File: src/rtl/alu_exec_unit.sv
// Execute-stage ALU: add/sub/and/or/xor/slt in 1 edge, sll/srl iterative at 1 bit/edge (k+1 edges) unless ALU_BARREL_SHIFT_EN.
// Latency: 1 edge for non-shift ops or shamt 0, k+1 edges for a shift by k; ALU_BARREL_SHIFT_EN makes every op 1 edge.
// Backpressure: result held in DONE until out_ready; in_ready low while shifting or stalled, back-to-back accept when drained.
module alu_exec_unit #(
    parameter int WIDTH = 32
) (
    input  logic             clk,
    input  logic             rst_n,
    input  logic             in_valid,
    output logic             in_ready,
    input  logic [2:0]       ALUControl,
    input  logic [WIDTH-1:0] SrcA,
    input  logic [WIDTH-1:0] SrcB,
    output logic             out_valid,
    input  logic             out_ready,
    output logic [WIDTH-1:0] ALUResult,
    output logic             Zero
);
    localparam int SHW = $clog2(WIDTH);

    typedef enum logic [1:0] {
        IDLE  = 2'd0,
        SHIFT = 2'd1,
        DONE  = 2'd2
    } state_t;

    state_t           state_q, state_d;
    logic [WIDTH-1:0] res_q, res_d;
    logic             zero_q, zero_d;
    logic [WIDTH-1:0] alu_res;
    logic [SHW-1:0]   shamt;
    logic             is_shift;
    logic             xfer;

`ifndef ALU_BARREL_SHIFT_EN
    logic [SHW-1:0]   cnt_q, cnt_d;
    logic             left_q, left_d;
    logic [WIDTH-1:0] shifted;

    assign shifted = left_q ? (res_q << 1) : (res_q >> 1);
`endif

    assign shamt    = SrcB[SHW-1:0];
    assign is_shift = (ALUControl[2:1] == 2'b11);
    assign in_ready = (state_q == IDLE) || ((state_q == DONE) && out_ready);
    assign xfer     = in_valid && in_ready;

    // Shift cases also cover shamt 0 in the iterative build (result is SrcA).
    always_comb begin
        alu_res = '0;
        case (ALUControl)
            3'b000:  alu_res = SrcA + SrcB;
            3'b001:  alu_res = SrcA - SrcB;
            3'b010:  alu_res = SrcA & SrcB;
            3'b011:  alu_res = SrcA | SrcB;
            3'b100:  alu_res = SrcA ^ SrcB;
            3'b101:  alu_res = {{(WIDTH-1){1'b0}}, ($signed(SrcA) < $signed(SrcB))};
            3'b110:  alu_res = SrcA << shamt;
            default: alu_res = SrcA >> shamt;
        endcase
    end

    always_comb begin
        state_d = state_q;
        res_d   = res_q;
        zero_d  = zero_q;
`ifndef ALU_BARREL_SHIFT_EN
        cnt_d   = cnt_q;
        left_d  = left_q;
`endif
        if ((state_q == DONE) && out_ready) begin
            state_d = IDLE;
        end
`ifndef ALU_BARREL_SHIFT_EN
        if (state_q == SHIFT) begin
            res_d = shifted;
            cnt_d = cnt_q - SHW'(1);
            if (cnt_q == SHW'(1)) begin
                state_d = DONE;
                zero_d  = (shifted == '0);
            end
        end
`endif
        if (xfer) begin
`ifndef ALU_BARREL_SHIFT_EN
            if (is_shift && (shamt != '0)) begin
                state_d = SHIFT;
                res_d   = SrcA;
                cnt_d   = shamt;
                left_d  = ~ALUControl[0];
            end else
`endif
            begin
                state_d = DONE;
                res_d   = alu_res;
                zero_d  = (alu_res == '0);
            end
        end
    end

    always_ff @(posedge clk or negedge rst_n) begin
        if (!rst_n) begin
            state_q <= IDLE;
            res_q   <= '0;
            zero_q  <= 1'b0;
`ifndef ALU_BARREL_SHIFT_EN
            cnt_q   <= '0;
            left_q  <= 1'b0;
`endif
        end else begin
            state_q <= state_d;
            res_q   <= res_d;
            zero_q  <= zero_d;
`ifndef ALU_BARREL_SHIFT_EN
            cnt_q   <= cnt_d;
            left_q  <= left_d;
`endif
        end
    end

    assign out_valid = (state_q == DONE);
    assign ALUResult = res_q;
    assign Zero      = zero_q;

`ifdef ALU_BARREL_SHIFT_EN
    logic unused_shamt_bits;
    assign unused_shamt_bits = is_shift;
`endif
endmodule

File: config.mk
export PLATFORM = sky130hd
export DESIGN_NAME = alu_exec_unit
export DESIGN_NICKNAME = d
export VERILOG_FILES = /design/src/rtl/alu_exec_unit.sv
export SDC_FILE = /design/constraint.sdc
export NUM_CORES = 1
export LEC_CHECK = 0
export ABC_AREA = 1
export ABC_CLOCK_PERIOD_IN_PS = 1800
export CORE_ASPECT_RATIO = 1.1
export CORE_MARGIN = 2
export CORE_UTILIZATION = 25
export DETAILED_ROUTE_END_ITERATION = 6
export GPL_ROUTABILITY_DRIVEN = 0
export HOLD_SLACK_MARGIN = 0.05
export PLACE_DENSITY = 0.38
export RECOVER_POWER = 25
export SKIP_LAST_GASP = 1
export SLEW_MARGIN = 40
export SYNTH_ARGS = -nofsm -noshare
export SYNTH_HDL_FRONTEND = slang
export SYNTH_SLANG_ARGS = --single-unit
File: constraint.sdc
create_clock -name clk -period 1.8 [get_ports clk]
set_input_delay 0.45 -clock clk [delete_from_list [all_inputs] [get_ports clk]]
set_output_delay 0.45 -clock clk [all_outputs]
set_load 0.01 [all_outputs]
==> impl_metrics.yaml, run 1 <==
run_status:
  status: "finished, violations left"
  violations: "setup timing"
place:
  port_buffers: 105
  pre_cts_slack_ns: -2.43
  dp_hpwl_mm: 68.0
setup_path:
  required_ns: 2.04
  crit_arrival_ns: 3.00
  worstPathMaxFanout: 3
  worst-setup-path-type: "in -> reg"
  cp-start-kind: "primary input"
  endpoint_kind: "register"
clock_network:
  htree_levels: 2
  cts-root-buf: "clkbuf_16"
  tritoncts: "done"
  cts_sinks: 41
  cts.clk_slew.worst_paths_ns: 0.07
  clock_path_buffers: 2
  clk_latency_ns: 0.30
  cts_buffers: 5
detailed_routing:
  wl_per_cell_um: 21.8
  first_pass_iters: 6
  detail_route.vias_per_cell: 5.16
  vias: 20381
  routed_wl_mm: 86.2
  drt_iter0_markers: 1975
  drc: 0
  final_antenna_net_count: 0
timing:
  slew-limit-headroom_pct: 20.6
  setup_violations: 38
  period_minus_slack_ns: 2.76
  setup_tns_ns: -19.42
  fmax_ghz: 0.362
  grt_setup_unrepaired: "true"
  hold_viol_final: 0
  final.setup.worst_slack_ns: -0.960
  tightest_slew_ns: 1.19
  min_period_over_period_pct: 153
  fin_skew_ns: 0.00684
  hold_slack_ns: 0.467
  maxSlewViolCount: 0
synthesis:
  yosysWarnings: 0
  ys_seq_area_share_pct: 7.94
  synth.distinct_cells: 61
  synth.top_cells.by_count: "nand2_1 (827), nand3_1 (387), inv_1 (344)"
  synthFlopType: "dfrtp_1"
  synth-async-reset-ratio_pct: 100
  netlist.area_leader.share_pct: 24.0
  postSynthAreaPerCell_sq_um: 5.28
  synth_area_leader_cell: "nand2_1"
  syn_nets: 2638
  synth_edf_count: 0
  synthCells: 2449
  netlist_area_sq_um: 12900
  yosysMostFrequentCell: "nand2_1"
  netlist_top_cells_area: "nand2_1 (24%), nand3_1 (15%), ha_1 (11%), inv_1 (10%), dfrtp_1 (7.9%)"
  synth_seq_cells: 41
cells_and_area:
  regArea_sq_um: 1030
  area_growth_pct: 94.1
  final_util_pct: 49.0
  final_nets: 3475
  drive_above_1_share_pct: 49.4
  nFillCells: 5302
  antennaDiodeCount: 0
  multi_input_area_sq_um: 13100
power_and_ir_drop:
  power.density_nw_per_um2: 399
  power.leakage_uw: 0.0128
  vdd_drop_max_uv: 324
grt:
  overflow: 0
  grt_pass1_vias: 19924
  grt_pass1_wl_mm: 123
  track_usage_pct: 30.8
  grt_max_degree: 67
  antenna_found_initial: 2
floorplan:
  die_w_um: 221
  die_area_sq_um: 53500
  io_pins: 106
  start_util_pct: 25.3
  die_h_um: 242
  rows: 87
  coreArea_sq_um: 51200
hold_path:
  hp-class: "in -> async"
job:
  drv_cap: 0
[timing repair]
| action | CTS | global route |
|---|---|---|
| resized for setup | 980 | 414 |
| hold buffers | 0 | 0 |
| buffers inserted | 178 | 64 |
| endpoints found under the hold margin | 0 | 0 |
| pin swaps | 226 | 224 |
| setup endpoints to repair | 50 | 50 |
| gates cloned | 6 | 2 |
[registers in the layout, summed over array words and instances (netlist names)]
register / flops
ALUResult: 32
cnt_q: 5
state_q: 2
Zero: 1
left_q: 1
[worst max-delay path: stages]
cell and delay (ns):
buf_12 0.09, inv_4 0.04, ha_4 0.16, fa_2 0.41
inv_2 0.08, nand3_2 0.08, nand2_2 0.10, buf_6 0.11
nand2_4 0.05, nand2_4 0.09, nand2_4 0.07, nand2_4 0.09
nand2_4 0.07, nand2_2 0.07, nand2_4 0.08, nand3_4 0.10
nand2_4 0.08, nand2_2 0.06, nand4_1 0.23, nor2_2 0.24
nand3_2 0.10, a21oi_2 0.13
[routing by layer]
layer / GRT usage [%] / part of all wire, % / vias to the layer above
met3: 3.59 / 6.6 / 235
met1: 40.7 / 42 / 9597
met4: 18.6 / 7.8 / 0
met5: 0 / 0 / -
li1: - / - / 9625
met2: 47.5 / 44 / 924
[worst paths after layout]
check,start,end,slack (ns),depth (start not counted)
worst max-delay path,SrcA[0],Zero$_DFF_PN0_,-0.96,22
worst min-delay path,rst_n,ALUResult[22]$_DFFE_PN0P_,0.47,2
worst max register to register,left_q$_DFFE_PN0P_,Zero$_DFF_PN0_,-0.58,9
worst min register to register,ALUResult[7]$_DFFE_PN0P_,ALUResult[7]$_DFFE_PN0P_,0.57,2
max in group asynchronous,rst_n,cnt_q[2]$_DFF_PN0_,0.60,2
min in group clk,SrcA[0],ALUResult[0]$_DFFE_PN0P_,0.56,4
[cell usage in the layout, fill, tap and decap left out, drive strengths merged, types with 4 or more instances in the layout]
master	synthesis	layout
clkbuf	37	15
clkdlybuf4s50	0	21
dlymetal6s2s	0	8
nor4	7	7
nand2	850	850
buf	77	881
clkinv	1	4
clkdlybuf4s15	0	5
dfrtp	41	41
a31oi	20	20
o21bai	10	10
nor2	179	179
nand3	388	388
o21ai	97	97
or2	5	5
a21oi	93	93
nor3	18	18
nand4	50	50
and2	20	20
dlygate4sd2	0	17
o22ai	8	8
o221ai	19	19
ha	116	116
nand3b	7	7
a32oi	10	10
o211ai	13	13
inv	356	353
[area by class of cell]
class,instances,area share (%)
clock buffer,5,0.499
tap,667,3.33
sequential,41,4.09
timing repair buffer,944,33.8
clock inverter,2,0.140
inverter,357,5.95
multi-input combinational,1937,52.2
[cells by family (layout without fill, tap and decap cells)]
logic type / Yosys count / count (layout) / share of synthesized area (%)
compound gates: 288 / 288 / 13.6
xor+xnor: 3 / 3 / 0.203
fa+ha+maj: 118 / 118 / 11.5
buf+inv: 471 / 1308 / 15.1
flops: 41 / 41 / 7.94
simple gates: 1528 / 1528 / 51.6
[through the flow]
stage,instances,instance area [sq um],total power [uW]
final,3953,25100,10000
after global routing,3953,25100,10500
after CTS,3913,23300,9250
after global placement,3737,19300,6770
after floorplan,2449,13000,3570
after detailed placement,3737,19300,6750
[power by group]
part	switching (uW)	leakage (uW)	internal (uW)	total, uW
Clock	429	0.0000797	646	1070
Sequential	58.9	0.000513	996	1050
Combinational	4310	0.0123	3570	7890
(Power assumes the default switching activity.)
==> run 2, diff against run 1 <==
- CORE_UTILIZATION: 25 -> 56
- CTS_CLUSTER_SIZE: not set -> 28
- PLACE_DENSITY: 0.38 -> 0.76
==> run 2 against run 1 <==
The run now fails in 5_1_grt. Area after synthesis unchanged. Synthesized cell count stayed put.
==> impl_metrics.yaml, run 2 <==
grt:
  grt_pass1_vias: 26857
  overflow: 633
  grt_pass1_wl_mm: 161
  track_usage_pct: 84.0
  grt_max_degree: 62
floorplan:
  rows: 58
  start_util_pct: 56.7
  die_h_um: 163
  die_w_um: 149
  io_pins: 106
clock_network:
  cts-root-buf: "clkbuf_16"
  htree_levels: 2
  cts_buffers: 5
  cts_sinks: 41
  clock_path_buffers: 2
  hold_buffers: 0
synthesis:
  netlist_top_cells_area: "nand2_1 (24%), nand3_1 (15%), ha_1 (11%), inv_1 (10%), dfrtp_1 (7.9%)"
  synth_area_leader_cell: "nand2_1"
  syn_nets: 2638
  synth-async-reset-ratio_pct: 100
  synth_edf_count: 0
  yosysMostFrequentCell: "nand2_1"
  synth.top_cells.by_count: "nand2_1 (827), nand3_1 (387), inv_1 (344)"
  synth_seq_cells: 41
  netlist.area_leader.share_pct: 24.0
  netlist_area_sq_um: 12900
  postSynthAreaPerCell_sq_um: 5.28
  yosysWarnings: 0
  synthFlopType: "dfrtp_1"
  synth.distinct_cells: 61
  synthCells: 2449
  ys_seq_area_share_pct: 7.94
place:
  placed_cell_area_sq_um: 17900
  port_buffers: 105
  pre_cts_slack_ns: -1.99
  dp_hpwl_mm: 53.0
  dp.cells: 3260
run_status:
  status: "did not finish"
  error: "[ERROR GRT-0116] Global routing finished with congestion. Check the congestion regions in the DRC Viewer."
  lastStage: "5_1_grt"
-- run 2: cell counts after synthesis --
Identical to the previous run, type by type.
-- run 2: metrics by stage --
| stage | setup TNS, ns | util (%) |
|---|---|---|
| CTS | -14.26 | 90.0 |
| floorplan | -12.19 | - |
| global placement | -49.44 | 78.5 |
| detailed placement | -51.35 | 78.6 |
-- run 2: per-layer routing --
metal,GRT usage (%),GRT overflow
met1,81.3,18
met3,68.3,25
met5,41.9,0
met2,101,381
met4,88.6,209
-- run 2: cells by family after synthesis --
logic type               after synthesis  share of synthesized area (%)
flip-flops                            41                           7.94
adder cells (fa/ha/maj)              118                           11.5
AND/OR/NAND/NOR                     1528                           51.6
buffers and inverters                471                           15.1
XOR/XNOR                               3                          0.203
AO/OA/AOI/OAI                        288                           13.6
-- run 2: timing repair --
| item | in CTS |
|---|---|
| setup endpoints to repair | 44 |
| buffers inserted | 79 |
| pin swaps | 161 |
| gates cloned | 6 |
| resized for setup | 774 |
==> run 3, diff against run 2 <==
- ABC_CLOCK_PERIOD_IN_PS: 1800 -> 2340
- CORE_ASPECT_RATIO: 1.1 -> not set
- CORE_UTILIZATION: 56 -> 40
- CTS_CLUSTER_SIZE: 28 -> not set
- HOLD_SLACK_MARGIN: 0.05 -> not set
- PLACE_DENSITY: 0.76 -> not set
- PLACE_DENSITY_LB_ADDON: not set -> 0.15
- clock period: 1.8 -> 2.34 ns (I/O delays scaled with it)
==> run 3 against run 2 <==
The flow now finishes, with violations (DRC, setup timing).
==> impl_metrics.yaml, run 3 (synthesis results as in run 1) <==
clock_network:
  cts_sinks: 41
  cts-root-buf: "clkbuf_16"
  cts.clk_slew.worst_paths_ns: 0.07
  cts_buffers: 5
  tritoncts: "done"
  clock_path_buffers: 2
  htree_levels: 2
  clk_latency_ns: 0.30
setup_path:
  endpoint_kind: "register"
  required_ns: 2.57
  worst-setup-path-type: "in -> reg"
  crit_arrival_ns: 3.28
  cp-start-kind: "primary input"
  worstPathMaxFanout: 6
timing:
  hold_slack_ns: 0.563
  final.setup.worst_slack_ns: -0.712
  setup_violations: 27
  slew-limit-headroom_pct: 24.3
  min_period_over_period_pct: 130
  tightest_slew_ns: 1.13
  hold_viol_final: 0
  period_minus_slack_ns: 3.05
  maxSlewViolCount: 0
  fin_skew_ns: 0.00677
  fmax_ghz: 0.328
  setup_tns_ns: -5.34
  grt_setup_unrepaired: "true"
power_and_ir_drop:
  power.density_nw_per_um2: 322
  vdd_drop_max_uv: 363
  power_uw: 7070
  power.leakage_uw: 0.0112
floorplan:
  coreArea_sq_um: 31700
  start_util_pct: 40.7
  rows: 65
  die_w_um: 184
  die_h_um: 184
  io_pins: 106
  die_area_sq_um: 33800
cells_and_area:
  final_cell_mix: "nand2_1 (641), buf_4 (550), nand3_1 (315)"
  area_growth_pct: 69.6
  drive_above_1_share_pct: 43.6
  final_util_pct: 69.1
  largest_reg_flops: 32
  final_nets: 3267
  final_common_cell: "nand2_1"
  antennaDiodeCount: 0
job:
  drv_cap: 0
hold_path:
  hp-class: "reg -> reg"
place:
  dp_hpwl_mm: 56.6
  port_buffers: 105
detailed_routing:
  detail_route.vias_per_cell: 6.00
  first_pass_iters: 7
  drc: 1
  wl_per_cell_um: 22.1
  routed_wl_mm: 76.8
  vias: 20873
  final_antenna_net_count: 0
  drt_iter0_markers: 3377
grt:
  grt_pass1_vias: 19533
  grt_pass1_wl_mm: 110
  overflow: 0
  antenna_found_initial: 0
  track_usage_pct: 42.3
  grt_max_degree: 62
run_status:
  violations: "DRC, setup timing"
  status: "finished, violations left"
==> run 3: area by class of cell <==
type	instances	area, sq um
repair buffers	735	6230
clock inverters	2	37.5
multi-input cells	1938	12600
well taps	402	503
inverters	357	1420
flip-flops and latches	41	1030
fillers	2545	9800
clock buffers	6	139
==> run 3: worst paths after layout <==
check | start | endpoint | slack, ns | cells past startpoint
max in group asynchronous | rst_n | ALUResult[7]$_DFFE_PN0P_ | 1.06 | 2
min in group asynchronous | rst_n | ALUResult[27]$_DFFE_PN0P_ | 0.57 | 2
max | ALUControl[2] | Zero$_DFF_PN0_ | -0.71 | 15
max reg2reg | left_q$_DFFE_PN0P_ | Zero$_DFF_PN0_ | -0.33 | 9
min | ALUResult[16]$_DFFE_PN0P_ | ALUResult[16]$_DFFE_PN0P_ | 0.56 | 2
min reg2reg | ALUResult[16]$_DFFE_PN0P_ | ALUResult[16]$_DFFE_PN0P_ | 0.56 | 2
==> run 3: what timing repair did <==
| item | 4_1_cts | 5_1_grt |
|---|---|---|
| pin swaps | 199 | 175 |
| cloned | 3 | 0 |
| hold buffers | 0 | 0 |
| setup endpoints to repair | 38 | 33 |
| buffers inserted | 85 | 26 |
| resized for setup | 793 | 327 |
==> run 3: metal layers <==
| layer | wire length (um) | vias to the layer above | global-route usage (%) |
|---|---|---|---|
| met1 | 27300 | 9377 | 51.9 |
| met4 | 8280 | 0 | 33.7 |
| met2 | 30900 | 1724 | 62.1 |
| met5 | 0 | - | 0 |
| met3 | 10300 | 543 | 11.8 |
| li1 | - | 9229 | - |
==> run 3: worst max-delay path, cell delays in order <==
cell	delay, ns
dlygate4sd2_1	0.26
inv_2	0.08
buf_4	0.19
nand3_4	0.10
inv_4	0.10
buf_4	0.16
a221oi_2	0.67
nand4_1	0.30
nand2_1	0.12
nand2_1	0.06
nor2_1	0.11
nand2_1	0.11
nor2_4	0.15
nand3_2	0.12
a21oi_2	0.16
==> run 3: through the flow <==
step           area, sq um  setup slack (ns)  cells
6_report             21900            -0.712   3481
4_1_cts              20700            -0.265   3460
3_5_place_dp         18000             -1.50   3369
3_3_place_gp         18000             -1.42   3369
2_1_floorplan        13000            -0.304   2449
5_1_grt              21900            -0.649   3481
==> run 3: power breakdown <==
group	switching, uW	total, uW	internal, uW
sequential	57.6	824	766
clock	327	860	534
combinational	3110	5380	2270
total	3490	7070	3570
